===== config.mk =====
export PLATFORM = sky130hd
export DESIGN_NAME = can_frame_sequencer
export DESIGN_NICKNAME = d
export VERILOG_FILES = /design/src/rtl/can_frame_sequencer.sv
export SDC_FILE = /design/constraint.sdc
export NUM_CORES = 1
export LEC_CHECK = 0
export ABC_AREA = 1
export CELL_PAD_IN_SITES_DETAIL_PLACEMENT = 0
export CELL_PAD_IN_SITES_GLOBAL_PLACEMENT = 2
export CORE_AREA = 4 4 105 97
export CTS_BUF_LIST = sky130_fd_sc_hd__clkbuf_4 sky130_fd_sc_hd__clkbuf_8
export DETAILED_ROUTE_END_ITERATION = 10
export DIE_AREA = 0 0 109 101
export PLACE_DENSITY = 0.83
export REMOVE_ABC_BUFFERS = 1
export SETUP_SLACK_MARGIN = 0.2
export SYNTH_ARGS = -nofsm -noshare
export SYNTH_HDL_FRONTEND = slang
export SYNTH_SLANG_ARGS = --single-unit

===== constraint.sdc =====
create_clock -name SP -period 2.6 [get_ports SP]
set_input_delay 0.26 -clock SP [delete_from_list [all_inputs] [get_ports SP]]
set_output_delay 0.26 -clock SP [all_outputs]
set_load 0.05 [all_outputs]

===== src/rtl/can_frame_sequencer.sv =====
`timescale 1ns/1ps
// can_frame_sequencer: tracks destuffed bit position in a CAN data/remote frame,
// drives field-enable flags, collects checker errors and sequences error recovery.
// Optional feature macro CAN_EXT_ID_EN: 29-bit identifiers (SRR/IDE/EXT_ID path).
module can_frame_sequencer #(
  parameter int DATA_MAX_BYTES = 8,
  parameter int ERR_FLAG_BITS  = 6,
  parameter int ERR_DELIM_BITS = 8,
  parameter int IFS_BITS       = 3
) (
  input  logic        SP,
  input  logic        reset,
  input  logic        RX,
  input  logic        Bit_Valid,
  input  logic        Stuff_Error,
  input  logic [1:0]  EOF_Error,
  input  logic        CRC_Error,
  output logic        EOF_Flag,
  output logic        CRC_Flag,
  output logic        Stuff_En,
  output logic [3:0]  Field,
`ifdef CAN_EXT_ID_EN
  output logic [28:0] ID,
`else
  output logic [10:0] ID,
`endif
  output logic        RTR,
  output logic [3:0]  DLC,
  output logic        Frame_Done,
  output logic        Error_Flag,
  output logic [2:0]  Error_Code
);
`ifdef CAN_EXT_ID_EN
  localparam int IDW = 29;
`else
  localparam int IDW = 11;
`endif
  localparam logic [3:0] MAXB = 4'(DATA_MAX_BYTES);

  localparam logic [2:0] E_NONE  = 3'd0;
  localparam logic [2:0] E_STUFF = 3'd1;
  localparam logic [2:0] E_FORM  = 3'd2;
  localparam logic [2:0] E_CRC   = 3'd3;
  localparam logic [2:0] E_ACK   = 3'd4;
  localparam logic [2:0] E_EOF   = 3'd5;

  typedef enum logic [3:0] {
    S_IDLE    = 4'd0,
    S_ID      = 4'd1,
    S_RTR     = 4'd2,
    S_IDE     = 4'd3,
    S_DLC     = 4'd4,
    S_DATA    = 4'd5,
    S_CRC     = 4'd6,
    S_CRC_DEL = 4'd7,
    S_ACK     = 4'd8,
    S_ACK_DEL = 4'd9,
    S_EOF     = 4'd10,
    S_IFS     = 4'd11,
    S_ERROR   = 4'd12,
    S_EXT_ID  = 4'd13
  } state_e;

  state_e           state_q, state_d;
  logic [7:0]       cnt_q, cnt_d, cnt_inc;
  logic [IDW-1:0]   id_q, id_d;
  logic             rtr_q, rtr_d;
  logic [3:0]       dlc_q, dlc_d, dlc_nxt;
  logic             eof_flag_q, eof_flag_d;
  logic             crc_flag_q, crc_flag_d;
  logic             stuff_en_q, stuff_en_d;
  logic             frame_done_q, frame_done_d;
  logic             err_flag_q, err_flag_d;
  logic             err_delim_q, err_delim_d;
  logic [2:0]       err_code_q, err_code_d, err_n;
  logic             ext_q, ext_d;
  logic [7:0]       data_bits;
  logic             eof_err_hi_unused;
`ifdef CAN_EXT_ID_EN
  logic             srr_q, srr_d;
`endif

  assign eof_err_hi_unused = EOF_Error[1];

  function automatic logic [3:0] byte_cnt(input logic [3:0] dlc, input logic rtr);
    if (rtr) return 4'd0;
    return (dlc > MAXB) ? MAXB : dlc;
  endfunction

  always_ff @(posedge SP or posedge reset) begin
    if (reset) begin
      state_q      <= S_IDLE;
      cnt_q        <= '0;
      id_q         <= '0;
      rtr_q        <= 1'b0;
      dlc_q        <= '0;
      eof_flag_q   <= 1'b1;
      crc_flag_q   <= 1'b1;
      stuff_en_q   <= 1'b0;
      frame_done_q <= 1'b0;
      err_flag_q   <= 1'b0;
      err_delim_q  <= 1'b0;
      err_code_q   <= E_NONE;
      ext_q        <= 1'b0;
`ifdef CAN_EXT_ID_EN
      srr_q        <= 1'b0;
`endif
    end else begin
      state_q      <= state_d;
      cnt_q        <= cnt_d;
      id_q         <= id_d;
      rtr_q        <= rtr_d;
      dlc_q        <= dlc_d;
      eof_flag_q   <= eof_flag_d;
      crc_flag_q   <= crc_flag_d;
      stuff_en_q   <= stuff_en_d;
      frame_done_q <= frame_done_d;
      err_flag_q   <= err_flag_d;
      err_delim_q  <= err_delim_d;
      err_code_q   <= err_code_d;
      ext_q        <= ext_d;
`ifdef CAN_EXT_ID_EN
      srr_q        <= srr_d;
`endif
    end
  end

  always_comb begin
    state_d      = state_q;
    cnt_d        = cnt_q;
    id_d         = id_q;
    rtr_d        = rtr_q;
    dlc_d        = dlc_q;
    eof_flag_d   = eof_flag_q;
    crc_flag_d   = crc_flag_q;
    stuff_en_d   = stuff_en_q;
    frame_done_d = 1'b0;
    err_flag_d   = err_flag_q;
    err_delim_d  = err_delim_q;
    err_code_d   = err_code_q;
    ext_d        = ext_q;
`ifdef CAN_EXT_ID_EN
    srr_d        = srr_q;
`endif
    err_n        = E_NONE;
    cnt_inc      = (&cnt_q) ? cnt_q : cnt_q + 8'd1;
    dlc_nxt      = {dlc_q[2:0], RX};
    data_bits    = {1'b0, byte_cnt(dlc_q, rtr_q), 3'b000};

    case (state_q)
      S_IDLE, S_IFS: begin
        if (!RX) begin
          // Dominant bit while idle or in intermission is a SOF
          state_d    = S_ID;
          cnt_d      = '0;
          id_d       = '0;
          ext_d      = 1'b0;
          stuff_en_d = 1'b1;
          err_code_d = E_NONE;
        end else if (state_q == S_IFS) begin
          cnt_d = cnt_inc;
          if (cnt_q == 8'(IFS_BITS - 1)) begin
            state_d = S_IDLE;
            cnt_d   = '0;
          end
        end
      end
      S_ID, S_EXT_ID: if (Bit_Valid) begin
        id_d  = {id_q[IDW-2:0], RX};
        cnt_d = cnt_inc;
        if ((state_q == S_ID && cnt_q == 8'd10) || (state_q == S_EXT_ID && cnt_q == 8'd17)) begin
          state_d = S_RTR;
          cnt_d   = '0;
          if (state_q == S_EXT_ID) ext_d = 1'b1;
        end
      end
      S_RTR: if (Bit_Valid) begin
        rtr_d   = RX;
`ifdef CAN_EXT_ID_EN
        if (!ext_q) srr_d = RX;
`endif
        state_d = S_IDE;
        cnt_d   = '0;
      end
      S_IDE: if (Bit_Valid) begin
        cnt_d = cnt_inc;
        if (cnt_q == 8'd0 && RX && !ext_q) begin
`ifdef CAN_EXT_ID_EN
          if (!srr_q) err_n = E_FORM;
          else begin
            state_d = S_EXT_ID;
            cnt_d   = '0;
          end
`else
          err_n = E_FORM;
`endif
        end else if (cnt_q == 8'd1) begin
          state_d = S_DLC;
          cnt_d   = '0;
        end
      end
      S_DLC: if (Bit_Valid) begin
        dlc_d = dlc_nxt;
        cnt_d = cnt_inc;
        if (cnt_q == 8'd3) begin
          cnt_d = '0;
          if (byte_cnt(dlc_nxt, rtr_q) == 4'd0) begin
            state_d    = S_CRC;
            crc_flag_d = 1'b0;
          end else begin
            state_d = S_DATA;
          end
        end
      end
      S_DATA: if (Bit_Valid) begin
        cnt_d = cnt_inc;
        if (cnt_q == data_bits - 8'd1) begin
          state_d    = S_CRC;
          cnt_d      = '0;
          crc_flag_d = 1'b0;
        end
      end
      S_CRC: if (Bit_Valid) begin
        cnt_d = cnt_inc;
        if (cnt_q == 8'd14) begin
          state_d    = S_CRC_DEL;
          cnt_d      = '0;
          stuff_en_d = 1'b0;
          crc_flag_d = 1'b1;
        end
      end
      S_CRC_DEL: begin
        if (!RX) err_n = E_FORM;
        else if (CRC_Error) err_n = E_CRC;
        else state_d = S_ACK;
      end
      S_ACK: begin
        if (RX) err_n = E_ACK;
        else state_d = S_ACK_DEL;
      end
      S_ACK_DEL: begin
        if (!RX) err_n = E_FORM;
        else begin
          state_d    = S_EOF;
          cnt_d      = '0;
          eof_flag_d = 1'b0;
        end
      end
      S_EOF: begin
        if (!EOF_Error[0]) err_n = E_EOF;
        else begin
          cnt_d = cnt_inc;
          if (cnt_q == 8'd6) begin
            state_d      = S_IFS;
            cnt_d        = '0;
            eof_flag_d   = 1'b1;
            frame_done_d = 1'b1;
          end
        end
      end
      S_ERROR: begin
        if (!err_delim_q) begin
          cnt_d = cnt_inc;
          if (cnt_q == 8'(ERR_FLAG_BITS - 1)) begin
            err_flag_d  = 1'b0;
            err_delim_d = 1'b1;
            cnt_d       = '0;
          end
        end else if (!RX) begin
          cnt_d = '0;
        end else begin
          cnt_d = cnt_inc;
          if (cnt_q == 8'(ERR_DELIM_BITS - 1)) begin
            state_d     = S_IDLE;
            cnt_d       = '0;
            err_delim_d = 1'b0;
          end
        end
      end
      default: begin
        state_d = S_IDLE;
        cnt_d   = '0;
      end
    endcase

    // Stuff errors win over anything the field logic found, even on stuff bits
    if (stuff_en_q && Stuff_Error) err_n = E_STUFF;

    if (err_n != E_NONE) begin
      state_d      = S_ERROR;
      cnt_d        = '0;
      err_flag_d   = 1'b1;
      err_delim_d  = 1'b0;
      eof_flag_d   = 1'b1;
      crc_flag_d   = 1'b1;
      stuff_en_d   = 1'b0;
      frame_done_d = 1'b0;
      err_code_d   = err_n;
    end
  end

  assign EOF_Flag   = eof_flag_q;
  assign CRC_Flag   = crc_flag_q;
  assign Stuff_En   = stuff_en_q;
  assign Field      = state_q;
  assign ID         = id_q;
  assign RTR        = rtr_q;
  assign DLC        = dlc_q;
  assign Frame_Done = frame_done_q;
  assign Error_Flag = err_flag_q;
  assign Error_Code = err_code_q;

endmodule

==> results of run 1 <==
-- worst paths after layout --
path	startpoint	slack, ps	depth (start not counted)	to
worst max-delay path	DLC[3]	420	15	Field[3]
worst min-delay path	reset	380	3	ID[2]
worst max register to register	DLC[3]	420	15	Field[3]
worst min register to register	CRC_Flag	470	2	CRC_Flag
max in group asynchronous	reset	1840	3	CRC_Flag
min in group SP	CRC_Flag	470	2	CRC_Flag
-- registers in the layout (all words and copies together) (netlist names) --
name / flops
err_delim_q: 1
Stuff_En: 1
RTR: 1
Frame_Done: 1
cnt_q: 8
EOF_Flag: 1
DLC: 4
Error_Code: 3
Error_Flag: 1
ext_q: 1
CRC_Flag: 1
Field: 4
ID: 11
-- cell type report --
class                   count  area share
multi-input cells         312       0.448
clock inverters             3      0.0132
flip-flops and latches     38       0.279
repair buffers             48       0.130
inverters                  58      0.0651
well taps                 122      0.0446
clock buffers               5      0.0201
-- worst max-delay path: stages, from the launching register on --
cell and delay [ps]:
dfrtp_1 420, inv_2 120, nand3_1 110, ha_1 310
xor2_1 140, nand2_1 60, nor2_1 100, nand2_1 50
nor2_1 70, nand2_1 100, nand3_1 100, nand2_1 90
nor2_4 180, nand2_2 100, nand2_1 60, nand2_1 50
-- Yosys cell counts (all sizes together) --
master  number
o311ai       1
dfrtp       36
o221ai       1
or2          1
nand3       40
dfstp        2
a31oi        3
nor4         2
nor3         6
o21a         1
a211oi       1
buf          7
nand2      127
o31ai        1
clkbuf       1
inv         58
a21oi       14
nor2        71
a32o         1
xnor2        1
xor2         2
o21ai       23
o211ai       2
nand4        8
nand3b       1
ha           5
-- cells in the final DEF, fill, tap and decap left out, types with 10 or more instances in the layout --
master,netlist,final
inv_2,10,11
dfrtp_1,36,34
buf_4,2,14
nand2_1,115,115
nand3_1,38,37
inv_1,47,45
nand2_2,10,10
o21ai_0,11,11
a21oi_1,12,12
nor2_1,62,62
clkdlybuf4s50_1,0,34
-- timing repair --
action	CTS	global route
setup buffers	0	5
setup endpoints to repair	0	12
resized for setup	0	6
-- metrics by stage --
stage                util  std cells
floorplan               -        408
global placement    0.361        573
global route        0.379        586
CTS                 0.373        581
detailed placement  0.361        573
finish              0.379        586
-- cell families (layout without fill, tap and decap cells) --
kind of cell,Yosys count,in the layout,synth area share
AOI/OAI and AO/OA,48,48,0.108
xor gates and xnor gates,3,3,0.00957
adders and majority gates,5,5,0.0228
buffers and inverters,66,114,0.0962
DFF,38,38,0.347
and+or+nand+nor,256,256,0.417
-- report_power, final --
part,internal (mW),switching [mW],leakage [nW]
combinational,0.836,1.75,1.12
clock,0.286,0.236,0.0504
sequential,0.749,0.176,0.491
-- routing by layer --
metal / global-route usage / vias up / wire (um)
li1: - / 1418 / -
met1: 0.222 / 1279 / 3880
met2: 0.239 / 71 / 3570
met3: 0.0250 / 6 / 392
met4: 0.0408 / 0 / 61
met5: 0 / - / 0
==> impl_metrics.ini, run 1 <==
[outcome]
outcome = finished, final reports clean

[yosys]
yosysSeqAreaShare = 0.347
netlist.area_leader.share = 0.328
synth-seq-cells = 38
avgSynthCellArea_um2 = 6.60
syn_area_um2 = 2750
synthCells = 416
yosysWarnings = 0
synthTopCellsByArea = dfrtp_1, nand2_1, nor2_1
ys_types = 39
synth_top_area_cell = dfrtp_1

[setup_path]
worstPathMaxFanout = 6
end_kind = register
start_kind = register
worstSetupPathType = reg -> reg
crit_arrival_ps = 2370
worstPathRequired_ps = 2790

[sta]
fmax_ghz = 0.458
maxSlewHeadroom = 0.664
timing.hold.ws_ps = 384
maxSlewViolCount = 0
min_period_ps = 2180
setup-tns-final_ps = 0
fin_worst_skew_ps = 5.35
setup_viol = 0
hold_viol = 0
timing.final.crit_share = 0.840
worst_slew_pin_slew_ps = 503
fin_ws_ps = 415
rsz0062_at_grt = false

[final_layout]
post-route-cell-area_um2 = 3420
seq_area_um2 = 956
syn_to_final_growth_pct = 24.7
diodes = 0
multi_input_area_um2 = 1530
num-fill-cells = 984
nets = 476
layout-drive-gt1-share = 0.151

[power_and_ir_drop]
power.leakage_nw = 1.66
ir_worst_vdd_uv = 407
p_total_mw = 4.03
p_per_area_nw_per_um2 = 1180

[route]
drtIter0Drc = 139
dr.pass1.iters = 4
wire_per_inst_um = 13.5
wl_um = 7900
vias = 2774
viasPerCell = 4.73
ant_nets = 0
drcViolationCount = 0

[place]
placed_area_um2 = 3260
dpl_worst_slack_ps = 225
dp_hpwl_um = 6180
gp_congestion = 0.887
port_buffers = 34

[floorplanning]
die-area_um2 = 11000
std_cell_rows = 33
io_pins = 36
fp.coreArea_um2 = 9040
fp.dieH_um = 101
die_w_um = 109
start_util = 0.304

[global_route]
grt_pass1_vias = 2700
grt_pass1_wl_um = 13500
track_usage = 0.154
grt.overflow.total = 0
antenna_found_initial = 0
grt_max_degree = 39

[clock_network]
tritoncts = done
cts_buffers = 5
htree_levels = 2
clk_pin_slew_ps = 80
root_buffer = clkbuf_8
cts_hold_buf = 0
clk_path_buf_depth = 2
clk_latency_ps = 290
clock-sinks = 38

[hold_path]
hp-class = in -> async

[flow_run]
max_cap_viol_count = 0
No activity file was read; power rests on OpenSTA's default activity.
==> run 2: changes to the inputs <==
Clock period 2.6 ns to 2.2 ns, I/O delays scaled along.
==> impl_metrics.ini, run 2 (synthesis results as in run 1) <==
[outcome]
outcome = finished, final reports clean

[clock_network]
clock-sinks = 38
root_buffer = clkbuf_8
cts_hold_buf = 0
cts_buffers = 5
clk_path_buf_depth = 2
tritoncts = done
htree_levels = 2
clk_latency_ps = 300
clk_pin_slew_ps = 90

[final_layout]
layout-drive-gt1-share = 0.237
final_common_cell = nand2_1
syn_to_final_growth_pct = 36.8
largest_reg_flops = 11
diodes = 0
post-route-util = 0.415
nets = 501
post-route-cell-area_um2 = 3760
final_cell_mix = nand2_1, nor2_1, inv_1

[global_route]
grt_pass1_wl_um = 13800
track_usage = 0.159
grt_pass1_vias = 2755
grt.overflow.total = 0
grt_max_degree = 39
antenna_found_initial = 0

[floorplanning]
die_w_um = 109
fp.coreArea_um2 = 9040
start_util = 0.304
die-area_um2 = 11000
io_pins = 36
fp.dieH_um = 101
std_cell_rows = 33

[setup_path]
critPathSlowestCell = dfrtp_1
reg2reg_slack_ps = 130
path_cells = inv_2, nand3_4, ha_4, xor2_1, nand2_1, nor2_2, nand2_1, nor2_2, nand2_2, nand3_2, nand2_2, nor2_4, nand2_2, nand2_1, nand2_1
r2r-end = Field[2]
end_kind = register
critPathMostFrequentCell = nand2_1
worstPathRequired_ps = 2400
slowest_delay_ps = 400
worstSetupPathType = reg -> reg
reg2regPathDepth = 15
reg2reg_from = DLC[3]
crit_arrival_ps = 2270
worstPathMaxFanout = 5
start_kind = register

[sta]
min_period_ps = 2070
maxSlewHeadroom = 0.648
fmax_ghz = 0.482
maxSlewViolCount = 0
timing.hold.ws_ps = 347
hold_viol = 0
timing.final.crit_share = 0.943
setup_viol = 0
worst_slew_pin_slew_ps = 528
fin_worst_skew_ps = 8.85
rsz0062_at_grt = true
fin_ws_ps = 126

[route]
drtIter0Drc = 131
drcViolationCount = 0
viasPerCell = 4.60
wl_um = 8140
dr.pass1.iters = 4
ant_nets = 0
vias = 2813
wire_per_inst_um = 13.3

[power_and_ir_drop]
p_per_area_nw_per_um2 = 1410
power.leakage_nw = 1.81
ir_worst_vdd_uv = 583

[place]
gp_congestion = 0.845
placed_area_um2 = 3400
dpl_worst_slack_ps = 37.9
dp_hpwl_um = 6230
port_buffers = 34

[flow_run]
max_cap_viol_count = 0

[hold_path]
hp-class = in -> async
[run 2: metrics by stage]
stage               TNS (ps)  total power [mW]  std cells
floorplan               -228              3.17        408
global placement           0              4.22        592
detailed placement         0              4.20        592
CTS                        0              5.10        605
global route           -28.4              5.75        611
finish                     0              5.31        611
[run 2: final cells by class]
cell class              instances  area [um2]
clock buffers                   5        68.8
clock inverters                 3        68.8
fillers                       925        5290
inverters                      58         220
multi-input cells             312        1640
flip-flops and latches         38         962
well taps                     122         153
repair buffers                 73         646
[run 2: layer usage]
layer / global-route usage / wire length (um) / vias to the layer above
met5: 0 / 0 / -
met4: 0.0408 / 64 / 0
met3: 0.0218 / 366 / 4
met2: 0.256 / 3670 / 58
met1: 0.223 / 4040 / 1272
li1: - / - / 1479
[run 2: worst max-delay path by stage]
stage,start,end,cells past startpoint,slack [ps]
after CTS,DLC[3],Field[1],15,120
after detailed placement,RX,Field[1],13,40
after floorplan,RTR,Field[2],15,-60
after global placement,RX,cnt_q[4],13,4
after global routing,RTR,Field[0],15,-10
final,DLC[3],Field[2],15,130
[run 2: repair_timing]
action	in CTS	in global routing
pin swaps	7	8
resized for setup	16	19
hold endpoints to repair	0	0
setup endpoints to repair	16	20
setup buffers	5	6
[run 2: power by group]
part           internal, mW  switching (mW)
clock                 0.455           0.291
combinational          1.28            2.23
sequential            0.890           0.170
total                  2.62            2.69
[run 2: worst max-delay path: cells and delay by family (launching register included)]
kind | cells | cell delay [ps]
buffers and inverters | 1 | 120
and+or+nand+nor | 12 | 1050
xor gates and xnor gates | 1 | 140
DFF | 1 | 400
adders and majority gates | 1 | 270
==> run 3: changes to the inputs <==
Settings changed: PLACE_DENSITY 0.83 to not set, PLACE_DENSITY_LB_ADDON set to 0.05.
==> impl_metrics.ini, run 3 (synthesis results as in run 1) <==
[route]
ant_nets = 0
drtIter0Drc = 88
dr.pass1.iters = 4
viasPerCell = 4.65
wl_um = 8450
wire_per_inst_um = 13.7
drcViolationCount = 0
vias = 2864

[final_layout]
diodes = 0
post-route-cell-area_um2 = 3750
seq_area_um2 = 958
multi_input_area_um2 = 1660
nets = 506
num-fill-cells = 984
syn_to_final_growth_pct = 36.6
final_cell_mix = nand2_1, nor2_1, buf_4
final_common_cell = nand2_1
layout-drive-gt1-share = 0.263
fin_cells = 616
largest_reg_flops = 11

[floorplanning]
die_w_um = 109
fp.dieH_um = 101
io_pins = 36
die-area_um2 = 11000
fp.coreArea_um2 = 9040
start_util = 0.304
std_cell_rows = 33

[setup_path]
worstPathMaxFanout = 4
critPathSlowestCell = dfrtp_1
crit_arrival_ps = 2250
path_cells = inv_2, nand3_4, ha_4, xor2_1, nand2_1, nor2_1, nand2_1, nor2_1, nand2_1, nand3_2, buf_4, buf_4, nand4_1, nand2_1, nand2_1
start_kind = register
critPathMostFrequentCell = nand2_1
worstPathRequired_ps = 2420
reg2regPathDepth = 15
worstSetupPathType = reg -> reg
end_kind = register
slowest_delay_ps = 400

[clock_network]
htree_levels = 2
root_buffer = clkbuf_8
clk_path_buf_depth = 2
clk_latency_ps = 290
cts_hold_buf = 0
clock-sinks = 38
clk_pin_slew_ps = 90
tritoncts = done
cts_buffers = 5

[global_route]
grt_pass1_vias = 2797
met2_usage = 0.255
gr-max-usage-layer = met2
grt.overflow.total = 0
use_met3 = 0.0250
use_met1 = 0.245
grt_pass1_wl_um = 14200
antenna_found_initial = 0
grt_max_degree = 39
track_usage = 0.166

[outcome]
outcome = finished, final reports clean

[flow_run]
max_cap_viol_count = 0

[sta]
timing.final.crit_share = 0.926
setup_viol = 0
fmax_ghz = 0.491
hold_viol = 0
maxSlewHeadroom = 0.650
fin_ws_ps = 164
worst_slew_pin_slew_ps = 525
rsz0062_at_grt = true
maxSlewViolCount = 0
setup-tns-final_ps = 0
min_period_ps = 2040
fin_worst_skew_ps = 5.11
timing.hold.ws_ps = 354

[place]
port_buffers = 34
gp_congestion = 0.841
dpl_worst_slack_ps = 10.5
dp_hpwl_um = 6590
numPlacedInstances = 594
placed_area_um2 = 3420

[power_and_ir_drop]
p_per_area_nw_per_um2 = 1350
ir_worst_vdd_uv = 571
power.leakage_nw = 1.81

[hold_path]
hp-class = in -> async
## run 3: cell count changes in the layout (fill, tap and decap cells not counted), sizes merged
cell / previous run / this run
clkinvlp: 0 / 1
bufinv: 2 / 0
clkinv: 1 / 2
buf: 39 / 44
dlygate4sd2: 0 / 1
clkdlybuf4s50: 34 / 33
## run 3: final cells by class
cell class / instances / area share
Inverter: 58 / 0.0587
Timing Repair Buffer: 78 / 0.179
Clock buffer: 5 / 0.0184
Clock inverter: 3 / 0.00567
Multi-Input combinational cell: 312 / 0.442
Sequential cell: 38 / 0.256
Tap cell: 122 / 0.0407
## run 3: final timing paths
kind	slack (ps)	end	startpoint
setup / recovery	160	CRC_Flag	RTR
hold / removal	350	ID[6]	reset
setup reg to reg	160	CRC_Flag	RTR
hold reg to reg	470	CRC_Flag	CRC_Flag
max in group asynchronous	1460	Field[2]	reset
min in group SP	470	CRC_Flag	CRC_Flag
## run 3: repair_timing
item                                    CTS  global route
resized for setup                        20            25
endpoints found under the setup margin   13            25
pin swaps                                14            13
buffers inserted                         12             2
## run 3: power breakdown
part	leakage, nW	switching (mW)	total, mW	internal, mW
Sequential	0.489	0.176	1.06	0.889
Clock	0.0441	0.273	0.496	0.223
Combinational	1.28	2.27	3.50	1.23
Total	1.81	2.72	5.06	2.34
## run 3: critical path, delay by kind of cell (launching register included)
kind	cells	cell delay, ps
flip-flops	1	400
adder cells (fa/ha/maj)	1	270
buffers and inverters	3	320
XOR/XNOR	1	120
AND/OR/NAND/NOR	10	830
## run 3: through the flow
step / util / power (mW)
after detailed placement: 0.378 / 4.28
after global placement: 0.378 / 4.29
after floorplan: - / 3.17
after CTS: 0.406 / 5.01
after global routing: 0.415 / 5.51
final: 0.415 / 5.06
## run 3: per-layer routing
layer	share of wire	up-vias
met5	0	-
met4	0.014	0
met3	0.040	9
met2	0.43	54
met1	0.51	1318
li1	-	1483
